File: src/rtl/round_const_mem.sv
// Round-constant table: DEPTH entries preset to the AES rcon sequence, with a
// regeneration FSM. Optional stored parity is enabled by ROUND_CONST_MEM_PARITY_EN.
module round_const_mem #(
  parameter int DATA_W = 8,
  parameter int DEPTH  = 10,
  parameter int ADDR_W = 4
) (
  input  logic              clk,
  input  logic              rst,
  input  logic              wr_en,
  input  logic [ADDR_W-1:0] wr_addr,
  input  logic [DATA_W-1:0] wr_data,
  input  logic              rd_en,
  input  logic [ADDR_W-1:0] rd_addr,
  output logic [DATA_W-1:0] rd_data,
  output logic              rd_valid,
  output logic              addr_err,
  input  logic              gen_start,
  output logic              busy,
  output logic              gen_done,
  output logic              par_err,
  output logic              dbg_state
);

  // Handshake: rd_en/wr_en are single-cycle requests sampled on the rising
  // edge while IDLE; every accepted read answers with a one-cycle rd_valid.
  typedef enum logic {ST_IDLE = 1'b0, ST_GEN = 1'b1} state_e;

  localparam logic [ADDR_W:0]   DEPTH_L  = (ADDR_W+1)'(DEPTH);
  localparam logic [ADDR_W-1:0] LAST_IDX = ADDR_W'(DEPTH-1);
  localparam logic [ADDR_W-1:0] ONE      = ADDR_W'(1);

  function automatic logic [DATA_W-1:0] rcon(input int idx);
    logic [7:0] c;
    c = 8'h01;
    for (int k = 1; k < 16; k++) begin
      if (k <= idx) c = {c[6:0], 1'b0} ^ (c[7] ? 8'h1B : 8'h00);
    end
    return DATA_W'(c);
  endfunction

  state_e            state_q, state_d;
  logic [ADDR_W-1:0] gen_idx_q, gen_idx_d;
  logic [DATA_W-1:0] mem_q [DEPTH];
  logic [DATA_W-1:0] mem_d [DEPTH];
  logic [DATA_W-1:0] rd_data_q, rd_data_d;
  logic              rd_valid_q, rd_valid_d;
  logic              addr_err_q, addr_err_d;
  logic              gen_done_q, gen_done_d;
  logic              wr_ok, rd_ok;

  assign wr_ok = ({1'b0, wr_addr} < DEPTH_L);
  assign rd_ok = ({1'b0, rd_addr} < DEPTH_L);

`ifdef ROUND_CONST_MEM_PARITY_EN
  logic par_q [DEPTH];
  logic par_d [DEPTH];
  logic par_err_q, par_err_d;
`endif

  always_comb begin
    state_d    = state_q;
    gen_idx_d  = gen_idx_q;
    mem_d      = mem_q;
    rd_data_d  = rd_data_q;
    rd_valid_d = 1'b0;
    addr_err_d = 1'b0;
    gen_done_d = 1'b0;
`ifdef ROUND_CONST_MEM_PARITY_EN
    par_d      = par_q;
    par_err_d  = 1'b0;
`endif
    case (state_q)
      ST_IDLE: begin
        // Read uses mem_q, so a same-address write in this cycle is not seen.
        if (wr_en) begin
          if (wr_ok) begin
            mem_d[wr_addr] = wr_data;
`ifdef ROUND_CONST_MEM_PARITY_EN
            par_d[wr_addr] = ^wr_data;
`endif
          end else begin
            addr_err_d = 1'b1;
          end
        end
        if (rd_en) begin
          rd_valid_d = 1'b1;
          if (rd_ok) begin
            rd_data_d = mem_q[rd_addr];
`ifdef ROUND_CONST_MEM_PARITY_EN
            par_err_d = (^mem_q[rd_addr]) ^ par_q[rd_addr];
`endif
          end else begin
            rd_data_d  = '0;
            addr_err_d = 1'b1;
          end
        end
        if (gen_start) begin
          state_d   = ST_GEN;
          gen_idx_d = '0;
        end
      end
      ST_GEN: begin
        mem_d[gen_idx_q] = rcon(int'(gen_idx_q));
`ifdef ROUND_CONST_MEM_PARITY_EN
        par_d[gen_idx_q] = ^rcon(int'(gen_idx_q));
`endif
        if (gen_idx_q == LAST_IDX) begin
          state_d    = ST_IDLE;
          gen_done_d = 1'b1;
        end else begin
          gen_idx_d = gen_idx_q + ONE;
        end
      end
      default: state_d = ST_IDLE;
    endcase
  end

  always_ff @(posedge clk or posedge rst) begin
    if (rst) begin
      state_q    <= ST_IDLE;
      gen_idx_q  <= '0;
      rd_data_q  <= '0;
      rd_valid_q <= 1'b0;
      addr_err_q <= 1'b0;
      gen_done_q <= 1'b0;
      for (int i = 0; i < DEPTH; i++) mem_q[i] <= rcon(i);
    end else begin
      state_q    <= state_d;
      gen_idx_q  <= gen_idx_d;
      rd_data_q  <= rd_data_d;
      rd_valid_q <= rd_valid_d;
      addr_err_q <= addr_err_d;
      gen_done_q <= gen_done_d;
      mem_q      <= mem_d;
    end
  end

`ifdef ROUND_CONST_MEM_PARITY_EN
  always_ff @(posedge clk or posedge rst) begin
    if (rst) begin
      par_err_q <= 1'b0;
      for (int i = 0; i < DEPTH; i++) par_q[i] <= ^rcon(i);
    end else begin
      par_err_q <= par_err_d;
      par_q     <= par_d;
    end
  end
  assign par_err = par_err_q;
`else
  assign par_err = 1'b0;
`endif

  assign rd_data   = rd_data_q;
  assign rd_valid  = rd_valid_q;
  assign addr_err  = addr_err_q;
  assign gen_done  = gen_done_q;
  assign busy      = (state_q == ST_GEN);
  assign dbg_state = state_q;

endmodule

File: config.mk
export PLATFORM = sky130hd
export DESIGN_NAME = round_const_mem
export DESIGN_NICKNAME = d
export VERILOG_FILES = /design/src/rtl/round_const_mem.sv
export SDC_FILE = /design/constraint.sdc
export NUM_CORES = 1
export LEC_CHECK = 0
export BUFFER_PORTS_ARGS = -buffer_cell sky130_fd_sc_hd__buf_2
export CAP_MARGIN = 0
export CORE_MARGIN = 1.5
export CORE_UTILIZATION = 62
export DETAILED_ROUTE_END_ITERATION = 7
export PLACE_DENSITY = 0.81
export SLEW_MARGIN = 20
export SYNTH_ARGS = -nofsm -noshare
export SYNTH_HDL_FRONTEND = slang
export SYNTH_SLANG_ARGS = --single-unit
File: constraint.sdc
create_clock -name clk -period 9.9 [get_ports clk]
set_clock_uncertainty 0.1 [all_clocks]
set_input_delay 0.495 -clock clk [delete_from_list [all_inputs] [get_ports clk]]
set_output_delay 0.495 -clock clk [all_outputs]
set_load 0.01 [all_outputs]
==> impl_results.md, run 1 <==
* GRT Total Usage at 0.369
* Initial antenna violation count at 0
* Fraction of layout cells with a size suffix above 1 at 0.175
* I/O pin total at 35
* Synthesized instance count at 635
* Post-CTS Repair Setup Buffers at 0
* Critical path arrival at 5.03 ns
* Post-route setup TNS at 0 ns
* Final Util at 0.686
* Starting DRT DRC Count at approximately 460
* Post-synthesis cell type count at 72
* Post-Route WL at 17700 um
* Post-Layout Cell Count at between 700 and 800
* Final Power at between 0.002 and 0.0025 W
* Fin area at 6370 um^2
* Wire length per cell at roughly 23 um
* CP max stage delay at roughly 0.83 ns
* Fin. Hold Viols at 0
* Antenna diodes at 0
* Critical Path, Cell by Cell: inv_1 -> ha_1 -> nor2_1 -> nand2_1 -> ha_1 -> o21a_1 -> nor3_1 -> o21a_1 -> o21ai_0 -> nand2_1 -> o2111ai_1 -> o211ai_1 -> o221ai_1
* Clk_lat worst skew at approximately 0.36 ns
* DRC viols at 0
* CTS Sinks at between 90 and 100
* Power density over the cells at 339 nW/um^2
* Min-delay worst type: in -> reg
* Avg Inst Size Synth at 9.38 um^2
* Vias per cell at just over 7
* VDD IR max at between 200 and 250 uV
* Longest Clk Path Bufs at 2
* P&R area growth vs syn at 6.91%
* Via count of the routed design at between 5000 and 6000
* Pre-antenna DRT Iters at 5
* Slowest cell on crit path: dfrtp_1
* Max Clk Rate at between 200 and 250 MHz
* Total CTS buffers at 9
* Crit path max fanout at 26
* H-tree levels at 3
* Placed cell areas at slightly above 6000 um^2
* Most frequent cells in the layout: nand2_1 (94), dfrtp_1 (80), nor2_1 (41)
* Post-DP HPWL at 12400 um
* Main synth FF type: dfrtp_1
* Root Buffer: clkbuf_8
* Worst Max-Slew Pin Slew at about 1.1 ns
* Fraction of registers with async set/reset at 1.00
* Die area at 10200 um^2
* R2R cell count at 13
* Final setup viols at 0
* Status: complete, no violations
* First-pass GRT wire length at just under 30000 um
* EDFF count, synth at 0
* Max_cap viols at 0
* Clock slew at reported path FFs at approximately 0.1 ns
* Sequential share of the synthesized area at 0.407
* Reg2Reg Setup Slack at a little over 5 ns
* Placed instance count at around 760
* CP endpoint kind: flop
* Netlist Area Pre-Place at a little under 6000 um^2
* Core region area at roughly 9300 um^2
* Max-slew violations at 0
* DRT antenna net count at 0
* Syn. warnings at 0
* GRT overflow at 0
* Worst EP required at 10.07 ns
* Synth Net Count at around 660
* CP Class: reg -> reg
* Tmin final at 4.86 ns
* # rows at 35
* RSZ-0062 raised after global routing: false
* Relative slew margins at 0.287
* Final worst-path cycle share at 0.491
* TritonCTS clock tree: built
* Commonest non-fill, non-tap cell in the layout: nand2_1
* Startpoint class of the critical path: flop
* Initial Utilization at 0.641
* Vias in the first global route at around 5500
* Lkg Pwr at between 2 and 3 nW
* NumNets Final at 668
* Die X at a little over 100 um
* Number of synthesized register bits at between 90 and 100
* Die height at roughly 100 um
* Largest net degree at the start of global routing at 86
* WHS Path Cells at 2
* PortBufs at 33
* Gpl congestion at ~1
-- report_power, final --
group / internal (W) / switching, W
Sequential: 0.000545 / 0.000105
Combinational: 0.000419 / 0.000780
Clock: 0.000169 / 0.000142
-- what timing repair did --
| action | 4_1_cts | 5_1_grt |
|---|---|---|
| endpoints found under the hold margin | 11 | 0 |
| hold buffers | 1 | 0 |
| gates resized for setup | 0 | 0 |
-- area by class of cell --
| class | instances | area [um^2] |
|---|---|---|
| inverter | 20 | 76.3 |
| clock buffer | 11 | 131 |
| fill | 735 | 2920 |
| clock inverter | 5 | 106 |
| sequential | 96 | 2420 |
| timing repair buffer | 39 | 216 |
| tap | 129 | 161 |
| multi-input combinational | 473 | 3250 |
-- logic make-up (layout without fill, tap and decap cells) --
group                    after synthesis  in the layout  share of synthesized area
buffers and inverters                 66             75                     0.0471
adder cells (fa/ha/maj)                8              8                     0.0168
XOR/XNOR                               6              6                    0.00883
AO/OA/AOI/OAI                        218            218                      0.274
AND/OR/NAND/NOR                      212            212                      0.163
multiplexers                          28             28                     0.0828
flip-flops                            96             96                      0.407
other                                  1              1                   0.000630
-- flip-flops by register name, summed over array words and instances, names as in the netlist --
name,flops
mem_q,80
rd_data,8
gen_idx_q,4
addr_err,1
busy,1
gen_done,1
rd_valid,1
-- routing by layer --
metal  wire, um  GRT usage  vias up
met3       1720     0.0624       79
met5          0          0        -
met2       8660      0.615      366
li1           -          -     2398
met4        827      0.183        0
met1       6520      0.466     2701
-- worst paths after layout --
check	from	end
setup / recovery	gen_idx_q[0]$_DFFE_PP0P_	mem_q[2]$_DFFE_PP1P_
hold / removal	gen_start	gen_idx_q[1]$_DFFE_PP0P_
setup reg to reg	gen_idx_q[0]$_DFFE_PP0P_	mem_q[2]$_DFFE_PP1P_
hold reg to reg	rd_data[2]$_DFFE_PP0P_	rd_data[2]$_DFFE_PP0P_
max in group asynchronous	rst	mem_q[18]$_DFFE_PP0P_
min in group asynchronous	rst	mem_q[76]$_DFFE_PP0P_
-- through the flow --
step | hold slack (ns) | setup slack [ns]
final | 0.231 | 5.04
after CTS | 0.230 | 5.11
after global routing | 0.247 | 4.66
after floorplan | 0.343 | 5.29
after detailed placement | 0.311 | 5.15
after global placement | 0.304 | 5.37
-- worst max-delay path: cells and delay by family (launching register included) --
kind,cells,cell delay [ns]
flip-flops,1,0.83
adder cells (fa/ha/maj),2,0.94
AND/OR/NAND/NOR,4,0.60
buffers and inverters,1,0.23
AO/OA/AOI/OAI,6,2.03
-- cells in the mapped netlist (all sizes together) (10+ instances only) --
| library cell | n | share of area |
|---|---|---|
| o21ai | 38 | 0.033 |
| a22oi | 22 | 0.028 |
| clkbuf | 27 | 0.017 |
| nand2b | 11 | 0.012 |
| a2bb2oi | 11 | 0.016 |
| mux2 | 10 | 0.019 |
| dfrtp | 80 | 0.34 |
| nand2 | 94 | 0.059 |
| nor2 | 41 | 0.026 |
| o31ai | 23 | 0.032 |
| mux4 | 16 | 0.061 |
| nor2b | 12 | 0.013 |
| o211ai | 11 | 0.014 |
| inv | 19 | 0.012 |
| buf | 19 | 0.017 |
| dfstp | 16 | 0.071 |
| nand3 | 23 | 0.019 |
| o221ai | 36 | 0.053 |
| a21oi | 29 | 0.024 |
Note: power is estimated with default switching activity, not from simulation.
==> inputs of run 2 (changes only) <==
==> constraint.sdc (replaced) <==
create_clock -name clk -period 4.8 [get_ports clk]
set_clock_uncertainty 0.1 [all_clocks]
set_input_delay 0.24 -clock clk [delete_from_list [all_inputs] [get_ports clk]]
set_output_delay 0.24 -clock clk [all_outputs]
set_load 0.01 [all_outputs]
==> run 2 against run 1 <==
  * Via count down 0.88%
  * Worst setup slack worse by 4.4 ns
  * Critical path depth unchanged
  * Design area up 0.20%
  * Non-clock buffer count up 7
  * Utilization up 0.13 points
  * Die area unchanged
  * Critical endpoint is now mem_q[58]$_DFFE_PP1P_
  * Flip-flop and latch count unchanged
  * Total power up 100%
  * Sequential power up 100%
==> impl_results.md, run 2 (same netlist as run 1, synthesis figures left out) <==
* Initial antenna violation count at 0 (unchanged)
* Clock slew at reported path FFs at 0.10 ns (about the same)
* # rows at 35 (unchanged)
* I/O pin total at 35 (unchanged)
* Clk_lat worst skew at 0.39 ns (was 0.36 ns)
* H-tree levels at 3 (unchanged)
* Commonest non-fill, non-tap cell in the layout: nand2_1 (unchanged)
* Max-slew violations at 0 (unchanged)
* R2R cell count at 13 (unchanged)
* Die area at 10200 um^2 (unchanged)
* Reg-to-reg critical path startpoint: gen_idx_q[0]$_DFFE_PP0P_ (unchanged)
* Lkg Pwr at 2.62 nW (was 2.60 nW)
* Power density over the cells at 683 nW/um^2 (was 339 nW/um^2)
* Via count of the routed design at 5495 (was 5544)
* Crit path max fanout at 12 (was 26)
* Final worst-path cycle share at 0.877 (was 0.491)
* Final setup viols at 0 (unchanged)
* GRT overflow at 0 (unchanged)
* Crit. Startpoint: gen_idx_q[0]$_DFFE_PP0P_ (unchanged)
* Die X at 101 um (unchanged)
* Final hold slack at 0.00602 ns (was 0.231 ns)
* TritonCTS clock tree: built (unchanged)
* Root Buffer: clkbuf_8 (unchanged)
* CP endpoint kind: flop (unchanged)
* Die height at 101 um (unchanged)
* VDD IR max at 440 uV (was 232 uV)
* Tmin final at 4.21 ns (was 4.86 ns)
* PortBufs at 33 (unchanged)
* CP endpoint: mem_q[58]$_DFFE_PP1P_ (was mem_q[2]$_DFFE_PP1P_)
* Gpl congestion at 0.996 (was 0.974)
* Vias per cell at 7.04 (was 7.17)
* Largest net degree at the start of global routing at 51 (was 86)
* Worst Max-Slew Pin Slew at 1.04 ns (was 1.07 ns)
* Min-delay worst type: in -> reg (unchanged)
* Total CTS buffers at 9 (unchanged)
* Antenna diodes at 0 (unchanged)
* Fraction of layout cells with a size suffix above 1 at 0.184 (was 0.175)
* First-pass GRT wire length at 28000 um (was 28900 um)
* Startpoint class of the critical path: flop (unchanged)
* Initial Utilization at 0.641 (unchanged)
* CTS Sinks at 96 (unchanged)
* Relative slew margins at 0.306 (was 0.287)
* Starting DRT DRC Count at 420 (was 461)
* NumNets Final at 675 (was 668)
* Reg2Reg Setup Slack at 0.59 ns (was 5.04 ns)
* Most frequent cells in the layout: nand2_1 (94), dfrtp_1 (80), nor2_1 (40) (was nand2_1 (94), dfrtp_1 (80), nor2_1 (41))
* Post-DP HPWL at 12300 um (was 12400 um)
* Post-route setup TNS at 0 ns (unchanged)
* DRC viols at 0 (unchanged)
* P&R area growth vs syn at 7.12% (was 6.91%)
* Critical path arrival at 4.40 ns (was 5.03 ns)
* RSZ-0062 raised after global routing: false (unchanged)
* Pre-antenna DRT Iters at 5 (unchanged)
* Top reg by flops: mem_q (unchanged)
* Fin. Hold Viols at 0 (unchanged)
* DRT antenna net count at 0 (unchanged)
* Vias in the first global route at 5286 (was 5510)
* Wire length per cell at 22.4 um (was 22.9 um)
* Status: complete, no violations (unchanged)
* Post-Route WL at 17500 um (was 17700 um)
* Max reg flops at 80 (unchanged)
* Max Clk Rate at 238 MHz (was 206 MHz)
* Worst EP required at 4.99 ns (was 10.07 ns)
* GRT Total Usage at 0.361 (was 0.369)
* Post-CTS Repair Setup Buffers at 0 (unchanged)
* Longest Clk Path Bufs at 2 (unchanged)
* CP Class: reg -> reg (unchanged)
* Core region area at 9280 um^2 (unchanged)
* FF-to-FF End: mem_q[58]$_DFFE_PP1P_ (was mem_q[2]$_DFFE_PP1P_)
* Max_cap viols at 0 (unchanged)
-- run 2: cell count changes in the layout (fill, tap and decap cells not counted), moves of 2 or more --
| cell | previous run | this run |
|---|---|---|
| inv_6 | 1 | 3 |
| buf_4 | 3 | 9 |
| bufinv_16 | 3 | 0 |
| dlygate4sd3_1 | 1 | 4 |
-- run 2: routing by layer --
layer,up-vias,track usage,wire length (um)
met3,70,0.0825,1800
met5,-,0,0
li1,2424,-,-
met4,0,0.173,788
met1,2622,0.455,6530
met2,379,0.589,8370
-- run 2: per-stage QoR --
stage	setup WS [ns]	total power (W)	instance area [um^2]	utilization	cells
finish	0.590	0.00436	6380	0.687	780
global route	0.186	0.00463	6380	0.687	780
CTS	0.748	0.00428	6370	0.686	780
detailed placement	0.788	0.00376	6140	0.662	760
global placement	0.907	0.00373	6140	0.662	760
floorplan	0.189	0.00311	5950	-	635
-- run 2: what timing repair did --
item	in CTS	in global routing
hold endpoints to repair	41	0
hold buffers	4	0
resized for setup	0	0
-- run 2: worst min path at each step --
stage               startpoint                        to  slack, ns  cells past startpoint
global placement           rst     mem_q[70]$_DFFE_PP0P_       0.29                      2
detailed placement         rst     mem_q[70]$_DFFE_PP0P_       0.30                      2
finish              wr_data[7]     mem_q[79]$_DFFE_PP0P_      0.006                      3
global route        wr_data[4]     mem_q[76]$_DFFE_PP0P_       0.03                      3
CTS                 wr_data[7]     mem_q[79]$_DFFE_PP0P_       0.01                      3
floorplan            gen_start  gen_idx_q[1]$_DFFE_PP0P_       0.23                      1
-- run 2: final cells by class --
cell class / instances / area (um^2)
multi-input cells: 473 / 3260
clock inverters: 5 / 46.3
fillers: 740 / 2910
flip-flops and latches: 96 / 2420
inverters: 20 / 76.3
well taps: 129 / 161
clock buffers: 11 / 141
repair buffers: 46 / 273
-- run 2: power breakdown --
part | internal, W | switching, W
clock network | 0.000213 | 0.000316
logic | 0.000894 | 0.00163
registers | 0.00113 | 0.000183
-- run 2: critical path, cell delays in order, from the launching register on --
cell and delay [ns]:
dfrtp_1 0.42, inv_1 0.12, ha_1 0.34, nor2_1 0.17, nand2_1 0.11, ha_1 0.55
nand2b_1 0.21, a211o_1 0.16, o211ai_1 0.13, o21ai_0 0.56, nand2_1 0.22, o2111ai_1 0.29
o211ai_1 0.39, o221ai_1 0.34
